$ cat config.mk
export PLATFORM = sky130hd
export DESIGN_NAME = uart_wb_regs
export DESIGN_NICKNAME = d
export VERILOG_FILES = /design/src/rtl/uart_wb_regs.sv
export SDC_FILE = /design/constraint.sdc
export NUM_CORES = 1
export LEC_CHECK = 0
export CORE_MARGIN = 4
export CORE_UTILIZATION = 52
export DETAILED_ROUTE_END_ITERATION = 12
export MAX_ROUTING_LAYER = met4
export PLACE_DENSITY_LB_ADDON = 0.25
export SLEW_MARGIN = 20
export SYNTH_ARGS = -nofsm -noshare
export SYNTH_HDL_FRONTEND = slang
export SYNTH_SLANG_ARGS = --single-unit
export TNS_END_PERCENT = 20
$ cat constraint.sdc
create_clock -name i_clk -period 3 [get_ports i_clk]
set_input_delay 0.6 -clock i_clk [delete_from_list [all_inputs] [get_ports i_clk]]
set_output_delay 0.6 -clock i_clk [all_outputs]
set_load 0.01 [all_outputs]
$ cat src/rtl/uart_wb_regs.sv
// 16550-style UART register file behind an 8-bit Wishbone responder.
// Optional scratch register at address 7 enabled by UART_WB_REGS_SCRATCH_EN.
module uart_wb_regs #(
  parameter logic [15:0] DL_RESET = 16'h0000
) (
  input  logic        i_clk,
  input  logic        i_rstn,
  input  logic [2:0]  i_wb_adr,
  input  logic [7:0]  i_wb_dat,
  input  logic        i_wb_we,
  input  logic        i_wb_stb,
  input  logic        i_wb_cyc,
  input  logic        i_wb_sel,
  output logic [7:0]  o_wb_dat,
  output logic        o_wb_ack,
  output logic [7:0]  o_tx_data,
  output logic        o_tx_valid,
  input  logic        i_tx_ready,
  input  logic [7:0]  i_rx_data,
  input  logic        i_rx_valid,
  output logic [15:0] o_divisor,
  output logic [7:0]  o_line_ctrl,
  output logic        o_interrupt
);

  localparam logic [2:0] A_RB_TR = 3'd0;
  localparam logic [2:0] A_IE    = 3'd1;
  localparam logic [2:0] A_II_FC = 3'd2;
  localparam logic [2:0] A_LC    = 3'd3;
  localparam logic [2:0] A_LS    = 3'd5;
  localparam logic [2:0] A_SCR   = 3'd7;

  typedef enum logic {S_IDLE = 1'b0, S_ACK = 1'b1} state_t;

  state_t      r_state;
  state_t      w_next;
  logic        w_accept;

  logic [7:0]  r_rdata;
  logic [7:0]  r_lc;
  logic [15:0] r_dl;
  logic [3:0]  r_ie;
  logic [1:0]  r_fc;
  logic [7:0]  r_rb;
  logic        r_dr;
  logic        r_oe;
  logic [7:0]  r_thr;
  logic        r_tx_valid;

  logic        w_dlab;
  logic        w_wr;
  logic        w_rd;
  logic        w_tr_wr;
  logic        w_dl1_wr;
  logic        w_dl2_wr;
  logic        w_ie_wr;
  logic        w_fc_wr;
  logic        w_lc_wr;
  logic        w_rb_rd;
  logic        w_ls_rd;
  logic        w_thr_load;
  logic        w_thre;
  logic [7:0]  w_ls;
  logic [3:0]  w_ii_hi;
  logic [3:0]  w_ii_lo;
  logic [7:0]  w_ii;
  logic [7:0]  w_scr;
  logic [7:0]  w_rdata;
  logic        w_unused;

  // Bus FSM: state register
  always_ff @(posedge i_clk or negedge i_rstn) begin
    if (!i_rstn) r_state <= S_IDLE;
    else         r_state <= w_next;
  end

  // Bus FSM: next state
  always_comb begin
    w_next = S_IDLE;
    case (r_state)
      S_IDLE:  w_next = (i_wb_cyc && i_wb_stb) ? S_ACK : S_IDLE;
      S_ACK:   w_next = S_IDLE;
      default: w_next = S_IDLE;
    endcase
  end

  // Bus FSM: outputs
  always_comb begin
    o_wb_ack = 1'b0;
    w_accept = 1'b0;
    case (r_state)
      S_IDLE:  w_accept = i_wb_cyc && i_wb_stb;
      S_ACK:   o_wb_ack = 1'b1;
      default: ;
    endcase
  end

  assign w_unused = i_wb_sel;

  assign w_dlab     = r_lc[7];
  assign w_wr       = w_accept && i_wb_we;
  assign w_rd       = w_accept && !i_wb_we;
  assign w_tr_wr    = w_wr && (i_wb_adr == A_RB_TR) && !w_dlab;
  assign w_dl1_wr   = w_wr && (i_wb_adr == A_RB_TR) && w_dlab;
  assign w_dl2_wr   = w_wr && (i_wb_adr == A_IE) && w_dlab;
  assign w_ie_wr    = w_wr && (i_wb_adr == A_IE) && !w_dlab;
  assign w_fc_wr    = w_wr && (i_wb_adr == A_II_FC);
  assign w_lc_wr    = w_wr && (i_wb_adr == A_LC);
  assign w_rb_rd    = w_rd && (i_wb_adr == A_RB_TR) && !w_dlab;
  assign w_ls_rd    = w_rd && (i_wb_adr == A_LS);
  // A full THR still takes the new byte when the serializer drains it this cycle
  assign w_thr_load = w_tr_wr && (!r_tx_valid || i_tx_ready);

  assign w_thre = !r_tx_valid;
  assign w_ls   = {1'b0, w_thre, w_thre, 3'b000, r_oe, r_dr};

  always_comb begin
    if (r_ie[2] && r_oe)        w_ii_lo = 4'h6;
    else if (r_ie[0] && r_dr)   w_ii_lo = 4'h4;
    else if (r_ie[1] && w_thre) w_ii_lo = 4'h2;
    else                        w_ii_lo = 4'h1;
  end
  assign w_ii_hi = (r_fc != 2'b00) ? {r_fc, 2'b00} : 4'hC;
  assign w_ii    = {w_ii_hi, w_ii_lo};

  always_comb begin
    w_rdata = 8'h00;
    case (i_wb_adr)
      A_RB_TR: w_rdata = w_dlab ? r_dl[7:0]  : r_rb;
      A_IE:    w_rdata = w_dlab ? r_dl[15:8] : {4'h0, r_ie};
      A_II_FC: w_rdata = w_ii;
      A_LC:    w_rdata = r_lc;
      A_LS:    w_rdata = w_ls;
      A_SCR:   w_rdata = w_scr;
      default: w_rdata = 8'h00;
    endcase
  end

  // Read data is only non-zero during the ack cycle
  always_ff @(posedge i_clk or negedge i_rstn) begin
    if (!i_rstn) r_rdata <= 8'h00;
    else         r_rdata <= w_rd ? w_rdata : 8'h00;
  end

  always_ff @(posedge i_clk or negedge i_rstn) begin
    if (!i_rstn) begin
      r_lc <= 8'h03;
      r_dl <= DL_RESET;
      r_ie <= 4'h0;
      r_fc <= 2'b11;
    end else begin
      if (w_lc_wr)  r_lc       <= i_wb_dat;
      if (w_dl1_wr) r_dl[7:0]  <= i_wb_dat;
      if (w_dl2_wr) r_dl[15:8] <= i_wb_dat;
      if (w_ie_wr)  r_ie       <= i_wb_dat[3:0];
      if (w_fc_wr)  r_fc       <= i_wb_dat[7:6];
    end
  end

  // Incoming byte beats both an RB read and an RX clear in the same cycle
  always_ff @(posedge i_clk or negedge i_rstn) begin
    if (!i_rstn) begin
      r_rb <= 8'h00;
      r_dr <= 1'b0;
    end else if (i_rx_valid) begin
      r_rb <= i_rx_data;
      r_dr <= 1'b1;
    end else if (w_fc_wr && i_wb_dat[1]) begin
      r_rb <= 8'h00;
      r_dr <= 1'b0;
    end else if (w_rb_rd) begin
      r_dr <= 1'b0;
    end
  end

  always_ff @(posedge i_clk or negedge i_rstn) begin
    if (!i_rstn)                  r_oe <= 1'b0;
    else if (i_rx_valid && r_dr)  r_oe <= 1'b1;
    else if (w_ls_rd)             r_oe <= 1'b0;
  end

  always_ff @(posedge i_clk or negedge i_rstn) begin
    if (!i_rstn) begin
      r_thr      <= 8'h00;
      r_tx_valid <= 1'b0;
    end else if (w_fc_wr && i_wb_dat[2]) begin
      r_thr      <= 8'h00;
      r_tx_valid <= 1'b0;
    end else if (w_thr_load) begin
      r_thr      <= i_wb_dat;
      r_tx_valid <= 1'b1;
    end else if (r_tx_valid && i_tx_ready) begin
      r_tx_valid <= 1'b0;
    end
  end

`ifdef UART_WB_REGS_SCRATCH_EN
  logic [7:0] r_scr;
  always_ff @(posedge i_clk or negedge i_rstn) begin
    if (!i_rstn)                             r_scr <= 8'h00;
    else if (w_wr && (i_wb_adr == A_SCR))    r_scr <= i_wb_dat;
  end
  assign w_scr = r_scr;
`else
  assign w_scr = 8'h00;
`endif

  assign o_wb_dat    = r_rdata;
  assign o_tx_data   = r_thr;
  assign o_tx_valid  = r_tx_valid;
  assign o_divisor   = r_dl;
  assign o_line_ctrl = r_lc;
  assign o_interrupt = (r_ie[0] && r_dr) || (r_ie[1] && w_thre) || (r_ie[2] && r_oe);

endmodule

Yosys cells after proc, flatten, opt, wreduce, memory -nomap -nowiden
Cells that the tools add are included.

word-level totals
  bits in registers = 58
  input bits = 27
  output and inout bits = 43
  logic and storage cells = 76

operators by class
  equality and inequality tests = 4
  muxes and demuxes = 24
  bitwise operators = 1
  reduce and logical (&&, ||, !) cells = 35

operators with widths
  kind                                                  count
  2-to-1 mux 8 bit                                      7
  case mux 8 bit (5 select lines)                       1
  logical AND 1 bit                                     22
  2-to-1 mux 1 bit                                      11
  nonzero test 2 bit                                    4
  equality test 3 x 2 -> 1 bit (second input constant)  2
  2-to-1 mux 3 bit                                      2
  nonzero test 3 bit                                    2
  2-to-1 mux 4 bit                                      1
  equality test 3 x 1 -> 1 bit (second input constant)  1
  equality test 3 bit (second input constant)           1
  zero test 1 bit                                       3
  zero test 3 bit                                       1
  logical OR 1 bit                                      3
  2-to-1 mux 2 bit                                      1
  case mux 1 bit (2 select lines)                       1
  inverter 1 bit                                        1

Depth between registers and ports, before layout
Gate-level depths: netlist of run 1.

  depth after elaboration = 8
  mapped depth = 6
  gate-level depth less buffers = 4

Worst setup path after synthesis of run 1
OpenSTA, ideal clock, no wires.

  kind = input to register
  from = in i_wb_adr[1]
  to = reg r_dl[0], in the netlist o_divisor[0]
  library setup time = 125 ps
  data arrival time = 1818 ps
  data required time = 2875 ps
  path slack = 1057 ps
  stages on the path = 6
  path buffers = 2
  path through = buf_4 > nand2b_4 > nor3_2 > and2_1 > buf_2 > mux2_2

on the way
  longest elaborated chain between the ends = 3

ends and longest elaborated chain
  item                             line  RTL
  start, declared                  8     input logic [2:0] i_wb_adr,
  zero test 3 bit                  104   assign w_dl1_wr = w_wr && (i_wb_adr == A_RB_TR) && w_dlab;
  logical AND 1 bit (2 in series)  104
  end signal, assigned             153   if (w_dl1_wr) r_dl[7:0] <= i_wb_dat;
  end, declared                    41    logic [15:0] r_dl;

No other way between the ends.
A chain may end at the register's enable or synchronous reset.

Worst setup path after layout of run 1
  from = reg r_lc[7], in the netlist o_line_ctrl[7]
  to = out o_line_ctrl[7]

RTL lines
  item                    line  RTL
  start, declared         40    logic [7:0] r_lc;
  start signal, assigned  152   if (w_lc_wr) r_lc <= i_wb_dat;
  end, declared           22    output logic [7:0] o_line_ctrl,

No word-level cell between the ends.

==> metrics.md, run 1 <==
| Metric | Value |
|---|---|
| Run status | `finished, final reports clean` |
| Buffer and inverter count on the worst path | `1` |
| Routability congestion estimate | `slightly below 0.9` |
| Net count of the finished layout | `roughly 310` |
| Highest-count cells in the layout ignoring fill and taps | `sky130_fd_sc_hd__clkdlybuf4s50_1 (67), sky130_fd_sc_hd__dfrtp_1 (54), sky130_fd_sc_hd__mux2_2 (26)` |
| Standard-cell rows | `25` |
| Largest net degree at the start of global routing | `50` |
| Maximum buffer depth of the clock tree | `2` |
| Count of boundary I/O pins | `70` |
| Overall power of the completed layout | `around 2.0 mW` |
| Setup violations, final | `0` |
| Data required time at the worst endpoint | `about 2400 ps` |
| Post-Synthesis Net Count | `around 230` |
| Number of iterations in the first detailed-routing pass | `4` |
| Critical path cell sequence | `clkdlybuf4s50_1` |
| P_leak | `roughly 1.6 nW` |
| Category of cells accounting for the largest share of critical-path delay | `flip-flops` |
| Final period util | `about four fifths` |
| DR vias | `approximately 2100` |
| Number of global-route vias before repair | `2183` |
| Floorplan Core Area | `around 4800 um2` |
| Post-layout instance area | `about 3600 um2` |
| Number of pins with negative max-slew slack in the final report | `0` |
| Number of vias per cell | `approximately 5.7` |
| Fmax | `between 400 and 500 MHz` |
| Post-synth EDFFs | `0` |
| Area growth syn-to-layout | `39.21%` |
| Async set-or-reset flop fraction in the synthesized netlist | `between 90% and 100%` |
| Path type of the worst setup path | `register to output pin` |
| Detailed placer's ending HPWL | `between 4000 and 5000 um` |
| Start point of the critical path | `o_line_ctrl[7]` |
| Clock Latency Late Sink | `roughly 330 ps` |
| Worst-path fanout max | `13` |
| Arr. time, crit path | `between 1500 and 2000 ps` |
| Total number of cells along the worst setup path | `1` |
| TritonCTS clock tree | `built` |
| Clock tree skew after final layout | `9.654 ps` |
| Post-synthesis cell type count | `42` |
| Quantity of hold-fixing buffers added after cts | `0` |
| Setup repair after global routing missed its margin | `false` |
| Maximum level of the CTS H-tree | `3` |
| Worst voltage drop across the vdd grid | `346.6 uV` |
| Buffer type at the clock tree root | `sky130_fd_sc_hd__clkbuf_8` |
| Total overflow reported by the global router | `0` |
| Startpoint of the lowest-slack register-to-register path | `o_line_ctrl[7]` |
| Antenna-violating nets left | `0` |
| Clk pin slew, worst setup/hold paths | `around 70 ps` |
| Startpoint type of the worst setup path | `register` |
| First DRT Iteration DRCs | `between 150 and 200` |
| Fillcell total | `between 300 and 400` |
| Max capacitance violation total | `0` |
| DIE AREA | `roughly 6000 um2` |
| Total GRT Usage | `about a quarter` |
| Post-Synthesis Mean Instance Area | `12.59 um2` |
| Post-synthesis instance area | `2581 um2` |
| Post-CTS setup buffer count | `0` |
| Cell Pwr Density | `around 570 nW/um2` |
| Number of design rule violations left after detail routing | `0` |
| Tightest slew margin relative to the limit | `a little under three fifths` |
| Count of instances resized after the clock tree is built | `0` |
| Sequential-to-total area share from yosys stat | `a little under three fifths` |
| Largest stage delay on the critical path | `770 ps` |
| R2R Setup Slk | `between 1000 and 1500 ps` |
| Initial core utilization | `a little over half` |
| Cell area after placement | `3387 um2` |
| Post-synthesis sequential element count | `a little under 60` |
| Aggregate negative setup slack | `0 ps` |
| Die width | `78.46 um` |
| Capture point of the worst reg-to-reg path | `o_divisor[2]` |
| Number of antenna violations at the first check in global routing | `0` |
| Final critical delay including setup and external delays | `roughly 2400 ps` |
| Worst-case reg-to-reg path depth | `5` |
| Final wirelength | `about 6900 um` |
| Chip height | `78.46 um` |
| Dominant register cell in the synthesized netlist | `sky130_fd_sc_hd__dfrtp_1` |
| Detailed-route wire length per cell | `between 15 and 20 um` |
| Antenna diodes | `0` |
| I/O Buffers | `68` |
| Critical-path top delay cell | `sky130_fd_sc_hd__dfrtp_1` |
| Hold crit path type | `primary input to async pin` |
| Final Hold Vio Count | `0` |
| Yosys Warn Count | `0` |
| Clock sinks | `58` |
| Least-Margin Pin Slew | `about 670 ps` |
| Share of cells above drive strength 1 | `between 20 and 25%` |
| TritonCTS Buffers | `9` |
| First-pass GRT wire length | `11300 um` |
| Most common cell after layout, fill and taps aside | `sky130_fd_sc_hd__clkdlybuf4s50_1` |
| Capturing element of the worst setup path | `o_line_ctrl[7]` |
| Worst Setup End Kind | `output pin` |
| Gate count after technology mapping | `205` |
-- cells in the mapped netlist (4+ instances only) --
| library cell | count | area [um2] |
|---|---|---|
| sky130_fd_sc_hd__a21oi_1 | 6 | 30.03 |
| sky130_fd_sc_hd__nand2_1 | 15 | 56.30 |
| sky130_fd_sc_hd__mux2i_1 | 5 | 50.05 |
| sky130_fd_sc_hd__nor3_1 | 4 | 20.02 |
| sky130_fd_sc_hd__dfrtp_1 | 54 | 1351 |
| sky130_fd_sc_hd__mux2_2 | 26 | 292.8 |
| sky130_fd_sc_hd__a22o_1 | 21 | 183.9 |
| sky130_fd_sc_hd__a222oi_1 | 4 | 40.04 |
| sky130_fd_sc_hd__inv_1 | 6 | 22.52 |
| sky130_fd_sc_hd__dfstp_2 | 4 | 105.1 |
| sky130_fd_sc_hd__o21ai_0 | 4 | 20.02 |
| sky130_fd_sc_hd__nor2_1 | 6 | 22.52 |
| sky130_fd_sc_hd__mux2_1 | 4 | 45.04 |
| sky130_fd_sc_hd__nor2b_1 | 5 | 31.28 |
| sky130_fd_sc_hd__buf_2 | 4 | 20.02 |
-- flip-flops by register name (all words and copies together) (netlist names) --
| register | cells |
|---|---|
| o_divisor | 16 |
| o_line_ctrl | 8 |
| o_tx_data | 8 |
| o_wb_dat | 8 |
| r_rb | 8 |
| r_ie | 4 |
| r_fc | 2 |
| o_tx_valid | 1 |
| r_dr | 1 |
| r_oe | 1 |
| r_state | 1 |
-- cell type report --
cell class                      instances  area (um2)  area share, %
Sequential cell                        58        1456          40.53
Clock buffer                           10       137.6          3.830
Inverter                                6       22.52         0.6267
Timing Repair Buffer                   80       768.2          21.38
Tap cell                               67       83.83          2.333
Clock inverter                          6       66.31          1.845
Multi-Input combinational cell        132        1059          29.46
-- how the worst min path moves through the flow --
stage | slack, ps | startpoint | endpoint | depth (start not counted)
global placement | 460 | r_state | r_state | 1
CTS | 480 | i_rstn | o_divisor[14] | 1
detailed placement | 470 | r_rb[6] | r_rb[6] | 1
global route | 320 | i_rstn | o_divisor[8] | 1
floorplan | 300 | i_rstn | o_divisor[0] | 0
finish | 280 | i_rstn | r_rb[1] | 1
-- routing by layer --
metal / up-vias / GRT usage [%] / share of wire [%]
met2: 90 / 38.18 / 50
met1: 1015 / 32.05 / 44
met4: 0 / 10.14 / 1.4
met5: - / - / 0
li1: 936 / - / -
met3: 13 / 6.307 / 5.3
-- stage by stage --
step	util, %	std cells	hold WS, ps	setup slack (ps)
2_1_floorplan	-	205	304.4	1057
3_3_place_gp	71.24	343	456.5	559.8
3_5_place_dp	71.24	343	474.4	502.5
4_1_cts	75.53	359	478.8	607.2
5_1_grt	75.58	359	317.9	545.4
6_report	75.58	359	280.8	629.7
-- cell families after synthesis --
kind of cell,Yosys count,synth area share [%]
flip-flops,58,56.42
buffers and inverters,15,2.569
multiplexers,35,15.03
AND/OR/NAND/NOR,48,11.05
AO/OA/AOI/OAI,49,14.93
-- where the power goes --
part / internal, mW / total (mW) / switching, mW
Combinational: 0.228 / 0.387 / 0.159
Sequential: 0.870 / 0.949 / 0.0784
Clock: 0.405 / 0.713 / 0.308
No activity file was read; power rests on OpenSTA's default activity.
==> run 2: changes to the inputs <==
--- a/config.mk
+++ b/config.mk
@@ -6,7 +6,7 @@
 export NUM_CORES = 1
 export LEC_CHECK = 0
 export CORE_MARGIN = 4
-export CORE_UTILIZATION = 52
+export CORE_UTILIZATION = 48
 export DETAILED_ROUTE_END_ITERATION = 12
 export MAX_ROUTING_LAYER = met4
 export PLACE_DENSITY_LB_ADDON = 0.25
==> constraint.sdc (replaced) <==
create_clock -name i_clk -period 2.5 [get_ports i_clk]
set_input_delay 0.5 -clock i_clk [delete_from_list [all_inputs] [get_ports i_clk]]
set_output_delay 0.5 -clock i_clk [all_outputs]
set_load 0.01 [all_outputs]
==> run 2 against run 1 <==
Power is 15% higher. Core utilization is 5.1 points lower. Clock-buffer cell count is 3 higher. Clock power is 5.6% higher. Final cell count is 3.3% higher. Largest cell class unchanged. Highest routed layer unchanged.
==> metrics.md, run 2 (synthesis gave the netlist of run 1 again) <==
| Metric | Value |
|---|---|
| Number of pins with negative max-slew slack in the final report | `0 (unchanged)` |
| Clock network power share | `31.9% (was 34.8%)` |
| Start point of the critical path | `r_dr (was o_line_ctrl[7])` |
| Die width | `81.33 um (was 78.46 um)` |
| P_leak | `1.610 nW (was 1.565 nW)` |
| Floorplan Core Area | `5172 um2 (was 4755 um2)` |
| Largest net degree at the start of global routing | `31 (was 50)` |
| Maximum level of the CTS H-tree | `3 (unchanged)` |
| Combined area of the multi-input logic cells | `1059 um2 (unchanged)` |
| Clock sinks | `58 (unchanged)` |
| Quantity of hold-fixing buffers added after cts | `0 (unchanged)` |
| Standard-cell rows | `26 (was 25)` |
| Data required time at the worst endpoint | `2000 ps (was 2400 ps)` |
| Startpoint type of the worst setup path | `register (unchanged)` |
| Setup violations, final | `0 (unchanged)` |
| Clock Latency Late Sink | `330 ps (about the same)` |
| Chip height | `81.33 um (was 78.46 um)` |
| Finished Layout Cells | `371 (was 359)` |
| Worst-path fanout max | `5 (was 13)` |
| Final Hold Vio Count | `0 (unchanged)` |
| Total GRT Usage | `23.43% (was 24.98%)` |
| Number of global-route vias before repair | `2148 (was 2183)` |
| Footprint of the flip-flops and latches | `1456 um2 (unchanged)` |
| Run status | `finished, final reports clean (unchanged)` |
| Share of cells above drive strength 1 | `24.58% (was 22.95%)` |
| Total overflow reported by the global router | `0 (unchanged)` |
| Detailed placer's ending HPWL | `5134 um (was 4776 um)` |
| Number of iterations in the first detailed-routing pass | `4 (unchanged)` |
| Fmax | `445.7 MHz` |
| Number of vias per cell | `5.437 (was 5.721)` |
| TritonCTS Buffers | `9 (unchanged)` |
| Net count of the finished layout | `323 (was 314)` |
| Final critical delay including setup and external delays | `around 2200 ps` |
| Post-CTS setup buffer count | `0 (unchanged)` |
| Power dissipated by switching net loads | `622.5 uW (was 545.2 uW)` |
| Cell Pwr Density | `647.3 nW/um2 (was 570.1 nW/um2)` |
| Combinational power share | `20.2% (was 18.9%)` |
| Highest-count cells in the layout ignoring fill and taps | `sky130_fd_sc_hd__clkdlybuf4s50_1 (67), sky130_fd_sc_hd__dfrtp_1 (54), sky130_fd_sc_hd__mux2_2 (26) (unchanged)` |
| Largest register FFs | `16 (unchanged)` |
| Most common cell after layout, fill and taps aside | `sky130_fd_sc_hd__clkdlybuf4s50_1 (unchanged)` |
| Number of antenna violations at the first check in global routing | `0 (unchanged)` |
| Clk pin slew, worst setup/hold paths | `60 ps (was 70 ps)` |
| Clock tree skew after final layout | `5.665 ps (was 9.654 ps)` |
| DR vias | `2017 (was 2054)` |
| Capture point of the worst reg-to-reg path | `o_divisor[5] (was o_divisor[2])` |
| Internal portion of total power | `1.737 mW (was 1.504 mW)` |
| Antenna-violating nets left | `0 (unchanged)` |
| Worst Setup End Kind | `output pin (unchanged)` |
| Arr. time, crit path | `1740 ps (was 1770 ps)` |
| Part of the total power dissipated in sequential elements | `47.8% (was 46.3%)` |
| R2R Setup Slk | `750 ps (was 1100 ps)` |
| Initial core utilization | `49.90% (was 54.29%)` |
| Buffer type at the clock tree root | `sky130_fd_sc_hd__clkbuf_8 (unchanged)` |
| Post-layout instance area | `3645 um2 (was 3593 um2)` |
| Startpoint of the lowest-slack register-to-register path | `o_line_ctrl[7] (unchanged)` |
| Count of instances resized after the clock tree is built | `0 (unchanged)` |
| Tightest slew margin relative to the limit | `56.37% (was 55.66%)` |
| Setup repair after global routing missed its margin | `false (unchanged)` |
| Hold crit path type | `primary input to async pin (unchanged)` |
| Switching power share of the total | `26.38% (was 26.61%)` |
| Fillcell total | `402 (was 341)` |
| Path type of the worst setup path | `register to output pin (unchanged)` |
| Cell area after placement | `3471 um2 (was 3387 um2)` |
| DIE AREA | `6615 um2 (was 6155 um2)` |
| I/O Buffers | `68 (unchanged)` |
| First DRT Iteration DRCs | `162 (was 198)` |
| TritonCTS clock tree | `built (unchanged)` |
| First-pass GRT wire length | `10940 um (was 11300 um)` |
| Detailed-route wire length per cell | `18.12 um (was 19.09 um)` |
| Area growth syn-to-layout | `41.20% (was 39.21%)` |
| Maximum buffer depth of the clock tree | `2 (unchanged)` |
| Post-placement cell count | `355 (was 343)` |
| Count of boundary I/O pins | `70 (unchanged)` |
| Final wirelength | `6723 um (was 6852 um)` |
| Number of design rule violations left after detail routing | `0 (unchanged)` |
| Antenna diodes | `0 (unchanged)` |
| Least-Margin Pin Slew | `654.5 ps (was 665.1 ps)` |
| Overall power of the completed layout | `2.359 mW (was 2.049 mW)` |
| Capturing element of the worst setup path | `o_interrupt (was o_line_ctrl[7])` |
| Worst voltage drop across the vdd grid | `419.0 uV (was 346.6 uV)` |
| Max capacitance violation total | `0 (unchanged)` |
| Worst-case reg-to-reg path depth | `5 (unchanged)` |
| Routability congestion estimate | `0.8749 (was 0.8851)` |
| Final period util | `roughly nine tenths` |
| Aggregate negative setup slack | `0 ps (unchanged)` |
==> run 2: stage by stage <==
| stage | setup slack, ps | hold WS, ps | utilization (%) |
|---|---|---|---|
| 6_report | 256.4 | 192.9 | 70.46 |
| 5_1_grt | 150.8 | 238.4 | 70.46 |
| 4_1_cts | 256.1 | 202.0 | 70.46 |
| 3_5_place_dp | 128.0 | 473.3 | 67.10 |
| 3_3_place_gp | 107.7 | 460.5 | 67.10 |
| 2_1_floorplan | 656.7 | 204.4 | - |
==> run 2: worst min path at each step <==
| stage | slack [ps] | from | end | depth (start not counted) |
|---|---|---|---|---|
| floorplan | 200 | i_rstn | o_divisor[0] | 0 |
| global placement | 460 | r_state | r_state | 1 |
| detailed placement | 470 | r_state | r_state | 1 |
| CTS | 200 | i_rstn | o_line_ctrl[6] | 1 |
| global route | 240 | i_rstn | o_line_ctrl[7] | 1 |
| finish | 190 | i_rstn | r_rb[0] | 1 |
==> run 2: per-layer routing <==
metal	wire (um)	vias to the layer above	GRT usage, %
li1	-	945	-
met1	3122	991	30.75
met2	3118	71	34.93
met3	355	10	5.211
met4	125	0	10.14
met5	0	-	-
==> run 2: area by class of cell <==
cell class / instances / area share, %
Sequential cell: 58 / 39.96
Clock buffer: 13 / 4.360
Multi-Input combinational cell: 132 / 29.04
Inverter: 6 / 0.6179
Timing Repair Buffer: 89 / 23.21
Tap cell: 70 / 2.403
Clock inverter: 3 / 0.4119
==> run 2: worst max-delay path, stage by stage (launching register included) <==
cell	delay, ps
sky130_fd_sc_hd__dfrtp_1	450
sky130_fd_sc_hd__a22o_1	240
sky130_fd_sc_hd__a21oi_1	200
sky130_fd_sc_hd__inv_1	60
sky130_fd_sc_hd__clkdlybuf4s50_1	470
==> run 2: power by group through the flow <==
stage | combinational [mW] | sequential, mW | clock [mW]
6_report | 0.477 | 1.13 | 0.753
3_5_place_dp | 0.480 | 1.14 | 0
2_1_floorplan | 0.189 | 1.15 | 0
5_1_grt | 0.516 | 1.14 | 0.813
3_3_place_gp | 0.474 | 1.14 | 0
4_1_cts | 0.483 | 1.13 | 0.767
==> run 3: changes to the inputs <==
--- a/config.mk
+++ b/config.mk
@@ -10,6 +10,7 @@
 export DETAILED_ROUTE_END_ITERATION = 12
 export MAX_ROUTING_LAYER = met4
 export PLACE_DENSITY_LB_ADDON = 0.25
+export REMOVE_ABC_BUFFERS = 1
 export SLEW_MARGIN = 20
 export SYNTH_ARGS = -nofsm -noshare
 export SYNTH_HDL_FRONTEND = slang
==> run 3 against run 2 <==
Core utilization fell by 0.77 points. Clock skew rose by 3.6 ps. Sequential power barely moved. Register-to-register slack got worse by 140 ps. Clock-buffer cell count did not move. Via count rose by 1.0%. Design area fell by 1.1%. Setup slack got worse by 28 ps. Clock power barely moved. Sequential cell count did not move. Non-clock buffer count fell by 5. Routed wire length rose by 0.83%. Critical endpoint is now o_line_ctrl[7].
==> metrics.md, run 3 (synthesis gave the netlist of run 1 again) <==
| Metric | Value |
|---|---|
| Worst Setup End Kind | `output pin (unchanged)` |
| Category of cells accounting for the largest share of critical-path delay | `flip-flops (was buffers and inverters)` |
| Clk pin slew, worst setup/hold paths | `60 ps (about the same)` |
| Initial core utilization | `49.90% (unchanged)` |
| Hold crit path type | `primary input to async pin (unchanged)` |
| Worst-case reg-to-reg path depth | `5 (unchanged)` |
| Die width | `81.33 um (unchanged)` |
| Buffer and inverter count on the worst path | `1 (was 2)` |
| Met2 Resource Use GR | `34.28% (was 34.93%)` |
| Floorplan Core Area | `5172 um2 (unchanged)` |
| Final critical delay including setup and external delays | `2272 ps (was 2244 ps)` |
| Most common cell after layout, fill and taps aside | `sky130_fd_sc_hd__clkdlybuf4s50_1 (unchanged)` |
| Worst voltage drop across the vdd grid | `414.7 uV (was 419.0 uV)` |
| Total number of cells along the worst setup path | `1 (was 4)` |
| Setup repair after global routing missed its margin | `false (unchanged)` |
| Net count of the finished layout | `318 (was 323)` |
| Number of vias per cell | `5.584 (was 5.437)` |
| Final hold slack | `192.4 ps (was 192.9 ps)` |
| Cell area after placement | `3433 um2 (was 3471 um2)` |
| Post-layout instance area | `3605 um2 (was 3645 um2)` |
| First DRT Iteration DRCs | `228 (was 162)` |
| Worst-path fanout max | `13 (was 5)` |
| Clock Latency Late Sink | `320 ps (was 330 ps)` |
| Count of boundary I/O pins | `70 (unchanged)` |
| Area growth syn-to-layout | `39.65% (was 41.20%)` |
| Critical path cell sequence | `clkdlybuf4s50_1 (was a22o_1 -> a21oi_1 -> inv_1 -> clkdlybuf4s50_1)` |
| Least-Margin Pin Slew | `681.6 ps (was 654.5 ps)` |
| Standard-cell rows | `26 (unchanged)` |
| Run status | `finished, final reports clean (unchanged)` |
| Number of iterations in the first detailed-routing pass | `4 (unchanged)` |
| Global routing met1 resource utilization | `31.66% (was 30.75%)` |
| Clock sinks | `58 (unchanged)` |
| Largest stage delay on the critical path | `780 ps (was 470 ps)` |
| Detailed placer's ending HPWL | `4972 um (was 5134 um)` |
| Antenna-violating nets left | `0 (unchanged)` |
| Count of instances resized after the clock tree is built | `0 (unchanged)` |
| DIE AREA | `6615 um2 (unchanged)` |
| Antenna diodes | `0 (unchanged)` |
| Critical-path top delay cell | `sky130_fd_sc_hd__dfrtp_1 (was sky130_fd_sc_hd__clkdlybuf4s50_1)` |
| Met3 track demand over resource | `5.876% (was 5.211%)` |
| P_leak | `1.577 nW (was 1.610 nW)` |
| Data required time at the worst endpoint | `2000 ps (about the same)` |
| Total GRT Usage | `23.79% (was 23.43%)` |
| Number of global-route vias before repair | `2162 (was 2148)` |
| TritonCTS clock tree | `built (unchanged)` |
| Share of cells above drive strength 1 | `23.05% (was 24.58%)` |
| Detailed-route wire length per cell | `18.57 um (was 18.12 um)` |
| Total overflow reported by the global router | `0 (unchanged)` |
| Chip height | `81.33 um (unchanged)` |
| Number of pins with negative max-slew slack in the final report | `0 (unchanged)` |
| GRT busiest layer | `met2 (unchanged)` |
| I/O Buffers | `68 (unchanged)` |
| Setup violations, final | `0 (unchanged)` |
| Post-CTS setup buffer count | `0 (unchanged)` |
| Maximum level of the CTS H-tree | `3 (unchanged)` |
| Highest-count cells in the layout ignoring fill and taps | `sky130_fd_sc_hd__clkdlybuf4s50_1 (67), sky130_fd_sc_hd__dfrtp_1 (54), sky130_fd_sc_hd__mux2_2 (26) (unchanged)` |
| Final period util | `90.86% (was 89.74%)` |
| Clock tree skew after final layout | `9.253 ps (was 5.665 ps)` |
| Startpoint type of the worst setup path | `register (unchanged)` |
| Routability congestion estimate | `0.8968 (was 0.8749)` |
| Startpoint of the lowest-slack register-to-register path | `o_line_ctrl[7] (unchanged)` |
| Largest net degree at the start of global routing | `32 (was 31)` |
| Final Hold Vio Count | `0 (unchanged)` |
| DR vias | `2038 (was 2017)` |
| TritonCTS Buffers | `9 (unchanged)` |
| Largest register FFs | `16 (unchanged)` |
| Aggregate negative setup slack | `0 ps (unchanged)` |
| Arr. time, crit path | `1770 ps (was 1740 ps)` |
| Number of antenna violations at the first check in global routing | `0 (unchanged)` |
| Final wirelength | `6779 um (was 6723 um)` |
| Tightest slew margin relative to the limit | `54.56% (was 56.37%)` |
| Cell Pwr Density | `652.0 nW/um2 (was 647.3 nW/um2)` |
| First-pass GRT wire length | `11290 um (was 10940 um)` |
| Number of design rule violations left after detail routing | `0 (unchanged)` |
| Quantity of hold-fixing buffers added after cts | `0 (unchanged)` |
| R2R Setup Slk | `610 ps (was 750 ps)` |
| Max capacitance violation total | `0 (unchanged)` |
| Buffer type at the clock tree root | `sky130_fd_sc_hd__clkbuf_8 (unchanged)` |
| Fillcell total | `389 (was 402)` |
| Fmax | `440.2 MHz (was 445.7 MHz)` |
| Capture point of the worst reg-to-reg path | `o_divisor[3] (was o_divisor[5])` |
| Path type of the worst setup path | `register to output pin (unchanged)` |
| Maximum buffer depth of the clock tree | `2 (unchanged)` |
==> run 3: changes by cell type in the layout (fill, tap and decap cells not counted), sizes merged <==
cell,change
buf,-5
clkinv,-2
clkinvlp,+1
==> run 3: area by class of cell <==
cell class	count	area (um2)	area share (%)
Sequential cell	58	1456	40.40
Multi-Input combinational cell	132	1059	29.36
Timing Repair Buffer	84	808.3	22.42
Clock buffer	13	158.9	4.408
Tap cell	70	87.58	2.430
Inverter	6	22.52	0.6248
Clock inverter	2	12.51	0.3471
==> run 3: metal layers <==
layer / vias to the layer above / share of wire [%]
met5: - / 0
met4: 0 / 2.5
met3: 19 / 6.6
met2: 83 / 46
met1: 999 / 45
li1: 937 / -
==> run 3: stage by stage <==
step	total power, mW	util (%)	worst slack, ps	instances
3_3_place_gp	1.605	66.38	173.2	350
3_5_place_dp	1.613	66.38	124.3	350
5_1_grt	2.477	69.69	170.7	365
2_1_floorplan	1.326	-	650.0	196
4_1_cts	2.372	69.69	209.1	365
6_report	2.350	69.69	228.4	365
==> run 3: where the power goes <==
| group | internal [mW] | switching [mW] | leakage [nW] |
|---|---|---|---|
| clock network | 0.407 | 0.345 | 0.0855 |
| registers | 1.04 | 0.0905 | 0.751 |
| logic | 0.277 | 0.186 | 0.741 |
==> run 3: how the worst max path moves through the flow <==
stage	start	end	slack, ps
3_5_place_dp	i_wb_adr[0]	o_tx_data[4]	120
2_1_floorplan	o_line_ctrl[7]	o_divisor[0]	650
4_1_cts	o_line_ctrl[7]	o_line_ctrl[7]	210
5_1_grt	o_line_ctrl[7]	o_line_ctrl[7]	170
6_report	o_line_ctrl[7]	o_line_ctrl[7]	230
3_3_place_gp	i_wb_adr[0]	o_tx_data[7]	170
